`src/rtl/mem_burst_arbiter.sv`:
```
// mem_burst_arbiter
//   Shares a single-port backing memory between the instruction refill port
//   (i_, read only) and the data refill/write-back port (d_, read or write).
//   Each grant moves one aligned block of N = 2**BURST_LEN_LOG2 words.
//
//   Ports:
//     clk, rstn                  clock, asynchronous active-low reset
//     i_req, i_addr              instruction block request (held until i_done)
//     d_req, d_we, d_addr        data block request (held until d_done)
//     d_wdata                    write word for the current beat
//     i_gnt, d_gnt               port owns the memory (first strobe .. done)
//     i_rvalid, d_rvalid         rdata carries a read beat for that port
//     i_done, d_done             one-cycle burst completion pulse
//     d_wnext                    d_wdata consumed this cycle
//     rdata                      read data (straight from mem_rdata)
//     beat                       current write beat or returning read beat
//     busy                       arbiter not idle
//     mem_en, mem_we, mem_addr,
//     mem_wdata, mem_rdata       backing-memory interface (read latency MEM_LAT)
//
//   Handshake: a port raises req and holds it, with address/we stable, until
//   its done pulse; everything is latched on the IDLE edge that grants it and
//   later input changes are ignored. req must drop the cycle after done, a
//   request still high in IDLE starts a new burst.
//
//   Build option: define ARB_ROUND_ROBIN_EN to make ties alternate between
//   the ports; otherwise d always wins a tie.
module mem_burst_arbiter #(
    parameter int ADDR_WIDTH     = 10,
    parameter int DATA_WIDTH     = 32,
    parameter int BURST_LEN_LOG2 = 3,
    parameter int MEM_LAT        = 2
) (
    input  logic                      clk,
    input  logic                      rstn,
    input  logic                      i_req,
    input  logic [ADDR_WIDTH-1:0]     i_addr,
    input  logic                      d_req,
    input  logic                      d_we,
    input  logic [ADDR_WIDTH-1:0]     d_addr,
    input  logic [DATA_WIDTH-1:0]     d_wdata,
    output logic                      i_gnt,
    output logic                      d_gnt,
    output logic                      i_rvalid,
    output logic                      d_rvalid,
    output logic                      i_done,
    output logic                      d_done,
    output logic                      d_wnext,
    output logic [DATA_WIDTH-1:0]     rdata,
    output logic [BURST_LEN_LOG2-1:0] beat,
    output logic                      busy,
    output logic                      mem_en,
    output logic                      mem_we,
    output logic [ADDR_WIDTH-1:0]     mem_addr,
    output logic [DATA_WIDTH-1:0]     mem_wdata,
    input  logic [DATA_WIDTH-1:0]     mem_rdata
);
    localparam int BL = BURST_LEN_LOG2;
    localparam int BW = ADDR_WIDTH - BURST_LEN_LOG2;
    localparam logic [BL-1:0] LAST_BEAT = {BL{1'b1}};

    typedef enum logic [1:0] {IDLE, RD, WR} state_t;

    state_t                      state_q, state_d;
    logic                        owner_is_d_q, owner_is_d_d;
    logic [BW-1:0]               blk_q, blk_d;       // block-aligned upper address bits
    logic [BL-1:0]               cnt_q, cnt_d;       // issue / write beat counter
    logic                        issuing_q, issuing_d;
    // Read-return tracker: one valid bit and beat index per cycle of latency.
    logic [MEM_LAT-1:0]          vld_q, vld_d;
    logic [MEM_LAT-1:0][BL-1:0]  vbeat_q, vbeat_d;

    logic                        pick_d;
    logic                        strobe;
    logic                        ret_valid;
    logic [BL-1:0]               ret_beat;
    logic                        gnt;
    logic                        done;

`ifdef ARB_ROUND_ROBIN_EN
    logic last_d_q, last_d_d;
    // Tie goes to whichever port did not win the previous arbitration.
    assign pick_d = d_req && (!i_req || !last_d_q);
`else
    assign pick_d = d_req;
`endif

    assign ret_valid = vld_q[MEM_LAT-1];
    assign ret_beat  = vbeat_q[MEM_LAT-1];
    assign rdata     = mem_rdata;

    always_comb begin
        state_d      = state_q;
        owner_is_d_d = owner_is_d_q;
        blk_d        = blk_q;
        cnt_d        = cnt_q;
        issuing_d    = issuing_q;
`ifdef ARB_ROUND_ROBIN_EN
        last_d_d     = last_d_q;
`endif
        strobe    = 1'b0;
        gnt       = 1'b0;
        done      = 1'b0;
        d_wnext   = 1'b0;
        mem_en    = 1'b0;
        mem_we    = 1'b0;
        mem_addr  = '0;
        mem_wdata = '0;
        beat      = '0;

        case (state_q)
            IDLE: begin
                if (i_req || d_req) begin
                    owner_is_d_d = pick_d;
                    blk_d        = pick_d ? d_addr[ADDR_WIDTH-1:BL] : i_addr[ADDR_WIDTH-1:BL];
                    cnt_d        = '0;
`ifdef ARB_ROUND_ROBIN_EN
                    last_d_d     = pick_d;
`endif
                    if (pick_d && d_we) begin
                        state_d = WR;
                    end else begin
                        state_d   = RD;
                        issuing_d = 1'b1;
                    end
                end
            end
            RD: begin
                gnt = 1'b1;
                if (issuing_q) begin
                    strobe   = 1'b1;
                    mem_en   = 1'b1;
                    mem_addr = {blk_q, cnt_q};
                    cnt_d    = cnt_q + 1'b1;
                    if (cnt_q == LAST_BEAT) begin
                        issuing_d = 1'b0;
                    end
                end
                if (ret_valid) begin
                    beat = ret_beat;
                end
                // The last returning beat closes the burst, so no return
                // belonging to this owner can leak into the next grant.
                if (ret_valid && ret_beat == LAST_BEAT) begin
                    done    = 1'b1;
                    state_d = IDLE;
                end
            end
            WR: begin
                gnt       = 1'b1;
                mem_en    = 1'b1;
                mem_we    = 1'b1;
                mem_addr  = {blk_q, cnt_q};
                mem_wdata = d_wdata;
                d_wnext   = 1'b1;
                beat      = cnt_q;
                cnt_d     = cnt_q + 1'b1;
                if (cnt_q == LAST_BEAT) begin
                    done    = 1'b1;
                    state_d = IDLE;
                end
            end
            default: state_d = IDLE;
        endcase

        vld_d      = '0;
        vbeat_d    = '0;
        vld_d[0]   = strobe;
        vbeat_d[0] = cnt_q;
        for (int i = 1; i < MEM_LAT; i++) begin
            vld_d[i]   = vld_q[i-1];
            vbeat_d[i] = vbeat_q[i-1];
        end
    end

    assign busy     = (state_q != IDLE);
    assign i_gnt    = gnt && !owner_is_d_q;
    assign d_gnt    = gnt && owner_is_d_q;
    assign i_rvalid = (state_q == RD) && ret_valid && !owner_is_d_q;
    assign d_rvalid = (state_q == RD) && ret_valid && owner_is_d_q;
    assign i_done   = done && !owner_is_d_q;
    assign d_done   = done && owner_is_d_q;

    always_ff @(posedge clk or negedge rstn) begin
        if (!rstn) begin
            state_q      <= IDLE;
            owner_is_d_q <= 1'b0;
            blk_q        <= '0;
            cnt_q        <= '0;
            issuing_q    <= 1'b0;
            vld_q        <= '0;
            vbeat_q      <= '0;
        end else begin
            state_q      <= state_d;
            owner_is_d_q <= owner_is_d_d;
            blk_q        <= blk_d;
            cnt_q        <= cnt_d;
            issuing_q    <= issuing_d;
            vld_q        <= vld_d;
            vbeat_q      <= vbeat_d;
        end
    end

`ifdef ARB_ROUND_ROBIN_EN
    // Reset value "last grant was i" makes d the favoured port.
    always_ff @(posedge clk or negedge rstn) begin
        if (!rstn) begin
            last_d_q <= 1'b0;
        end else begin
            last_d_q <= last_d_d;
        end
    end
`endif

endmodule

```
`config.mk`:
```
export PLATFORM = sky130hd
export DESIGN_NAME = mem_burst_arbiter
export DESIGN_NICKNAME = d
export VERILOG_FILES = /design/src/rtl/mem_burst_arbiter.sv
export SDC_FILE = /design/constraint.sdc
export NUM_CORES = 1
export LEC_CHECK = 0
export CORE_AREA = 2 2 71 86
export DETAILED_ROUTE_END_ITERATION = 8
export DIE_AREA = 0 0 73 88
export PLACE_DENSITY = 0.83
export SETUP_SLACK_MARGIN = 0.02
export SLEW_MARGIN = 20
export SYNTH_ARGS = -nofsm -noshare
export SYNTH_HDL_FRONTEND = slang
export SYNTH_SLANG_ARGS = --single-unit
```
`constraint.sdc`:
```
create_clock -name clk -period 3 [get_ports clk]
set_input_delay 0.3 -clock clk [delete_from_list [all_inputs] [get_ports clk]]
set_output_delay 0.3 -clock clk [all_outputs]
set_load 0.01 [all_outputs]
```
==> results.ini, run 1 <==
[status]
status=finished with violations
violations=negative hold slack

[timing]
tightest_slew_ns=0.663
fin_worst_skew_ns=0.000986
whs_ns=-0.0162
final.setup.tns_ns=0
slew_headroom=0.556
fmax_mhz=359
hold_violations=22
fin_ws_ns=0.217
rsz0062_at_grt=no
min_period_over_period=0.928
setup_viol=0
final-max-slew-violation-count=0
period_needed_ns=2.78

[critical_path]
reg2reg_setup_slack_ns=1.42
r2r_start=state_q[0]
r2r-end=state_q[1]
r2r.worst_path.cells=6
arrival_ns=2.48
cp-end-kind=primary output
crit_type=flip-flop to primary output
crit_fanout=11
crit_path_start_kind=flip-flop
worstPathRequired_ns=2.70

[logic_synthesis]
yosysMostFrequentCell=and2_1
synth.area.top_cells=dfrtp_1, buf_4, and2_1
synth_fp_nets=288
synth_top_cell_area_share=0.325
avgSynthCellArea_um2=8.76
seq_area_frac_synth=0.325
synth_top_area_cell=dfrtp_1
ys_types=31
async_reset_ff_frac=1.00
netlist_instances=193
ys_warn_count=0
syn_area_um2=1690
synth_common_cells=and2_1, buf_4, dfrtp_1, nand2_1, o21ai_0
synth_edf_count=0
ys_ff_latch=22
synth_flop_cell=dfrtp_1

[drt]
drt_iter0_drc=31
finalWirelength_um=4630
drt-wirelength-per-cell_um=14.3
via_per_inst=4.71
ant_nets=0
drc=0
vias=1525
firstDrtPassIters=4

[placement]
dp_hpwl_um=3870
portBuffers=105
place_ws_ns=0.477
placed_area_um2=2520
gp_congestion=0.700

[layout]
final_area_um2=2580
area_growth_pct=52.7
antennaDiodeCount=0
drive_gt1_frac=0.0769
final_util=0.462
fillCellCount=560
multiInputGateArea_um2=795
register_area_um2=551
final_nets=356

[global_route]
grt_usage=0.139
grt_pass1_wl_um=6820
gr-total-overflow=0
busiest_layer=met2
use_met1=0.145
grt_pass1_vias=1356
use_met3=0.0644
use_met2=0.237
antenna_found_initial=0
grt_max_degree=35

[floorplan]
die_width_um=73
die_area_um2=6420
rows=30
die_h_um=88
start_util=0.302
ios=176
core_area_um2=5590

[clock_tree]
cts_hold_buf=0
cts_tree=done
cts_max_path_buffers=2
cts_made_buffers=3
clock_latency_ns=0.27
cts_setup_buffers=0
cts-root-buf=clkbuf_8
path_clk_slew_ns=0.08
clock_sinks=22
cts_resized=0
ctsHtreeMaxLevel=1

[hold_path]
hp-class=input pin to asynchronous set/reset pin

[flow_run]
drv_cap=0

[power]
p_per_area_nw_per_um2=603
vdd_drop_max_v=0.000297
cellLeakagePower_nw=1.08

## cell type report
class                      instances  share of cell area
inverter                           9              0.0131
sequential                        22               0.213
clock buffer                       3              0.0160
timing repair buffer             106               0.408
multi-input combinational        119               0.308
tap                               64              0.0310
clock inverter                     1              0.0116
## sequential cells by signal (all words and copies together), names as in the netlist
name and flops:
issuing_q 1, cnt_q 3, owner_is_d_q 1, vbeat_d 3, blk_q 7, state_q 2, vld_q 2, ret_beat 3
## cells by family after synthesis
family                     Yosys count  synth area share
DFF                                 22             0.325
and+or+nand+nor                     82             0.308
AOI/OAI and AO/OA                   31             0.118
adders and majority gates            6            0.0444
buffers and inverters               52             0.205
## cells in the final DEF (no fill, tap or decap), drive strengths merged
cell type,instances
o22ai,1
clkinv,1
o21ai,14
and3b,6
dfrtp,22
inv,8
nand2,13
a22o,1
nand2b,2
nor3b,1
a221oi,1
buf,2
clkbuf,3
and3,1
a31oi,1
nand3,5
o21a,1
a211oi,1
and2,46
bufinv,1
nor2,3
a21boi,1
a32oi,2
nand4,2
a21oi,8
ha,6
clkdlybuf4s50,104
nor2b,3
## how the worst max path moves through the flow
stage | from | depth (start not counted) | end | slack, ns
after floorplan | state_q[1] | 7 | mem_addr[0] | 1.36
after global placement | state_q[1] | 6 | mem_addr[4] | 0.55
after detailed placement | state_q[1] | 6 | mem_addr[4] | 0.48
after CTS | state_q[1] | 6 | mem_addr[4] | 0.17
after global routing | state_q[1] | 6 | mem_addr[9] | 0.06
final | state_q[1] | 6 | mem_addr[4] | 0.22
## layer usage
layer,share of wire,vias to the layer above
li1,-,725
met1,0.35,691
met2,0.47,100
met3,0.16,9
met4,0.021,0
met5,0,-
## metrics by stage
stage | hold WS [ns] | power [mW] | instances
6_report | -0.0162 | 1.56 | 324
5_1_grt | 0.0268 | 1.66 | 324
4_1_cts | 0.353 | 1.59 | 324
3_5_place_dp | 0.335 | 1.31 | 320
3_3_place_gp | 0.334 | 1.28 | 320
2_1_floorplan | 0.00441 | 0.983 | 193
## worst max-delay path, stage by stage, from the launching register on
cell and delay (ns):
dfrtp_1 0.40, inv_1 0.10, ha_1 0.41, and2_4 0.22, o21a_1 0.34, and2_4 0.20, clkdlybuf4s50_1 0.54
## where the power goes
group          switching (mW)  internal (mW)
Sequential             0.0761          0.404
Combinational           0.365          0.437
Clock                  0.0979          0.178
Total                   0.539           1.02
No activity file was read; power rests on OpenSTA's default activity.
==> run 2: changes to the inputs <==
HOLD_SLACK_MARGIN = 0.12   (was not set)
==> run 2 against run 1 <==
Compared with the run above: the flow now finishes without violations; critical path depth did not move; maximum frequency about the same; utilization increased by 0.18 points; clock power about the same; flip-flop and latch count did not move; via count increased by 0.13%; total power is essentially flat; combinational power hardly changed; clock-buffer cell count unchanged; largest power group unchanged.
==> results.ini, run 2 (synthesized netlist as in run 1, its figures left out) <==
[clock_tree]
path_clk_slew_ns=0.08
cts_resized=0
clock_latency_ns=0.27
cts_tree=done
cts_made_buffers=3
cts_hold_buf=0
cts-root-buf=clkbuf_8
clock_sinks=22
ctsHtreeMaxLevel=1
cts_max_path_buffers=2
cts_setup_buffers=0

[placement]
dp_hpwl_um=3870
gp_congestion=0.700
placed_area_um2=2520
place_ws_ns=0.477
portBuffers=105

[timing]
final.setup.tns_ns=0
slew_headroom=0.557
setup_viol=0
fin_ws_ns=0.217
min_period_over_period=0.928
rsz0062_at_grt=no
period_needed_ns=2.78
tightest_slew_ns=0.663
final-max-slew-violation-count=0
fin_worst_skew_ns=0.000973
hold_violations=0
fmax_mhz=359

[power]
vdd_drop_max_v=0.000297
p_per_area_nw_per_um2=601
p_total_mw=1.56
cellLeakagePower_nw=1.08

[hold_path]
holdPathStages=0
worstHoldStart=vld_q[0]
hp-class=flip-flop to flip-flop
worstHoldEndpoint=vld_q[1]

[drt]
drt_iter0_drc=28
drt-wirelength-per-cell_um=14.3
drc=0
firstDrtPassIters=4
finalWirelength_um=4640
ant_nets=0
vias=1527
via_per_inst=4.70

[global_route]
gr-total-overflow=0
grt_pass1_vias=1356
grt_max_degree=35
antenna_found_initial=0
grt_pass1_wl_um=6820
grt_usage=0.139

[critical_path]
arrival_ns=2.48
r2r.worst_path.cells=6
cp_num_buf_inv=2
path_cells=inv_1 -> ha_1 -> and2_4 -> o21a_1 -> and2_4 -> clkdlybuf4s50_1
r2r-end=state_q[1]
startpoint=state_q[1]
crit_fanout=11
cp-end-kind=primary output
worst_path_max_delay_cell=clkdlybuf4s50_1
path_delay_family=buffers and inverters
worstPathRequired_ns=2.70
r2r_start=state_q[0]
reg2reg_setup_slack_ns=1.42
slowest_delay_ns=0.54
cp_common_cell=and2_4
crit_type=flip-flop to primary output
crit_path_start_kind=flip-flop

[floorplan]
die_h_um=88
die_area_um2=6420
ios=176
start_util=0.302
die_width_um=73
core_area_um2=5590
rows=30

[layout]
final_nets=357
regMostFlops=blk_q
drive_gt1_frac=0.0766
final_area_um2=2590
final_common_cell=clkdlybuf4s50_1
antennaDiodeCount=0
final_cell_mix=clkdlybuf4s50_1, and2_1, dfrtp_1
largest_reg_flops=7
area_growth_pct=53.3

[status]
status=complete, no violations

[flow_run]
drv_cap=0

-- run 2: cell count changes in the layout (fill, tap and decap cells not counted), sizes merged --
cell,delta
dlygate4sd3,+1
-- run 2: layout make-up --
cell class	count	area [µm²]
Multi-Input combinational cell	119	795
Inverter	9	33.8
Fill cell	560	3000
Tap cell	64	80.1
Clock buffer	3	41.3
Timing Repair Buffer	107	1060
Sequential cell	22	551
Clock inverter	1	30.0
-- run 2: layer usage --
layer	up-vias	track usage	wire length (µm)
met5	-	0	0
met3	9	0.0644	741
met1	691	0.145	1640
li1	727	-	-
met4	0	0.0640	97
met2	100	0.237	2160
-- run 2: stage by stage --
step | instances | hold slack [ns] | utilization
floorplan | 193 | 0.00441 | -
global route | 325 | 0.359 | 0.464
global placement | 320 | 0.334 | 0.450
CTS | 324 | 0.353 | 0.463
finish | 325 | 0.352 | 0.464
detailed placement | 320 | 0.335 | 0.450
-- run 2: report_power, final --
group | total (mW) | internal (mW) | switching (mW)
combinational | 0.803 | 0.437 | 0.366
clock | 0.276 | 0.178 | 0.0978
sequential | 0.480 | 0.404 | 0.0761
-- run 2: worst reg2reg max path: stages (launching register included) --
cell and delay [ns]:
dfrtp_1 0.38, inv_1 0.09, ha_1 0.30, nor3b_4 0.20
a221oi_2 0.30, nand4_1 0.13, o21ai_0 0.10
-- run 2: worst max path at each step --
stage	end	depth (start not counted)
after CTS	mem_addr[4]	6
final	mem_addr[4]	6
after detailed placement	mem_addr[4]	6
after global routing	mem_addr[9]	6
after global placement	mem_addr[4]	6
after floorplan	mem_addr[0]	7
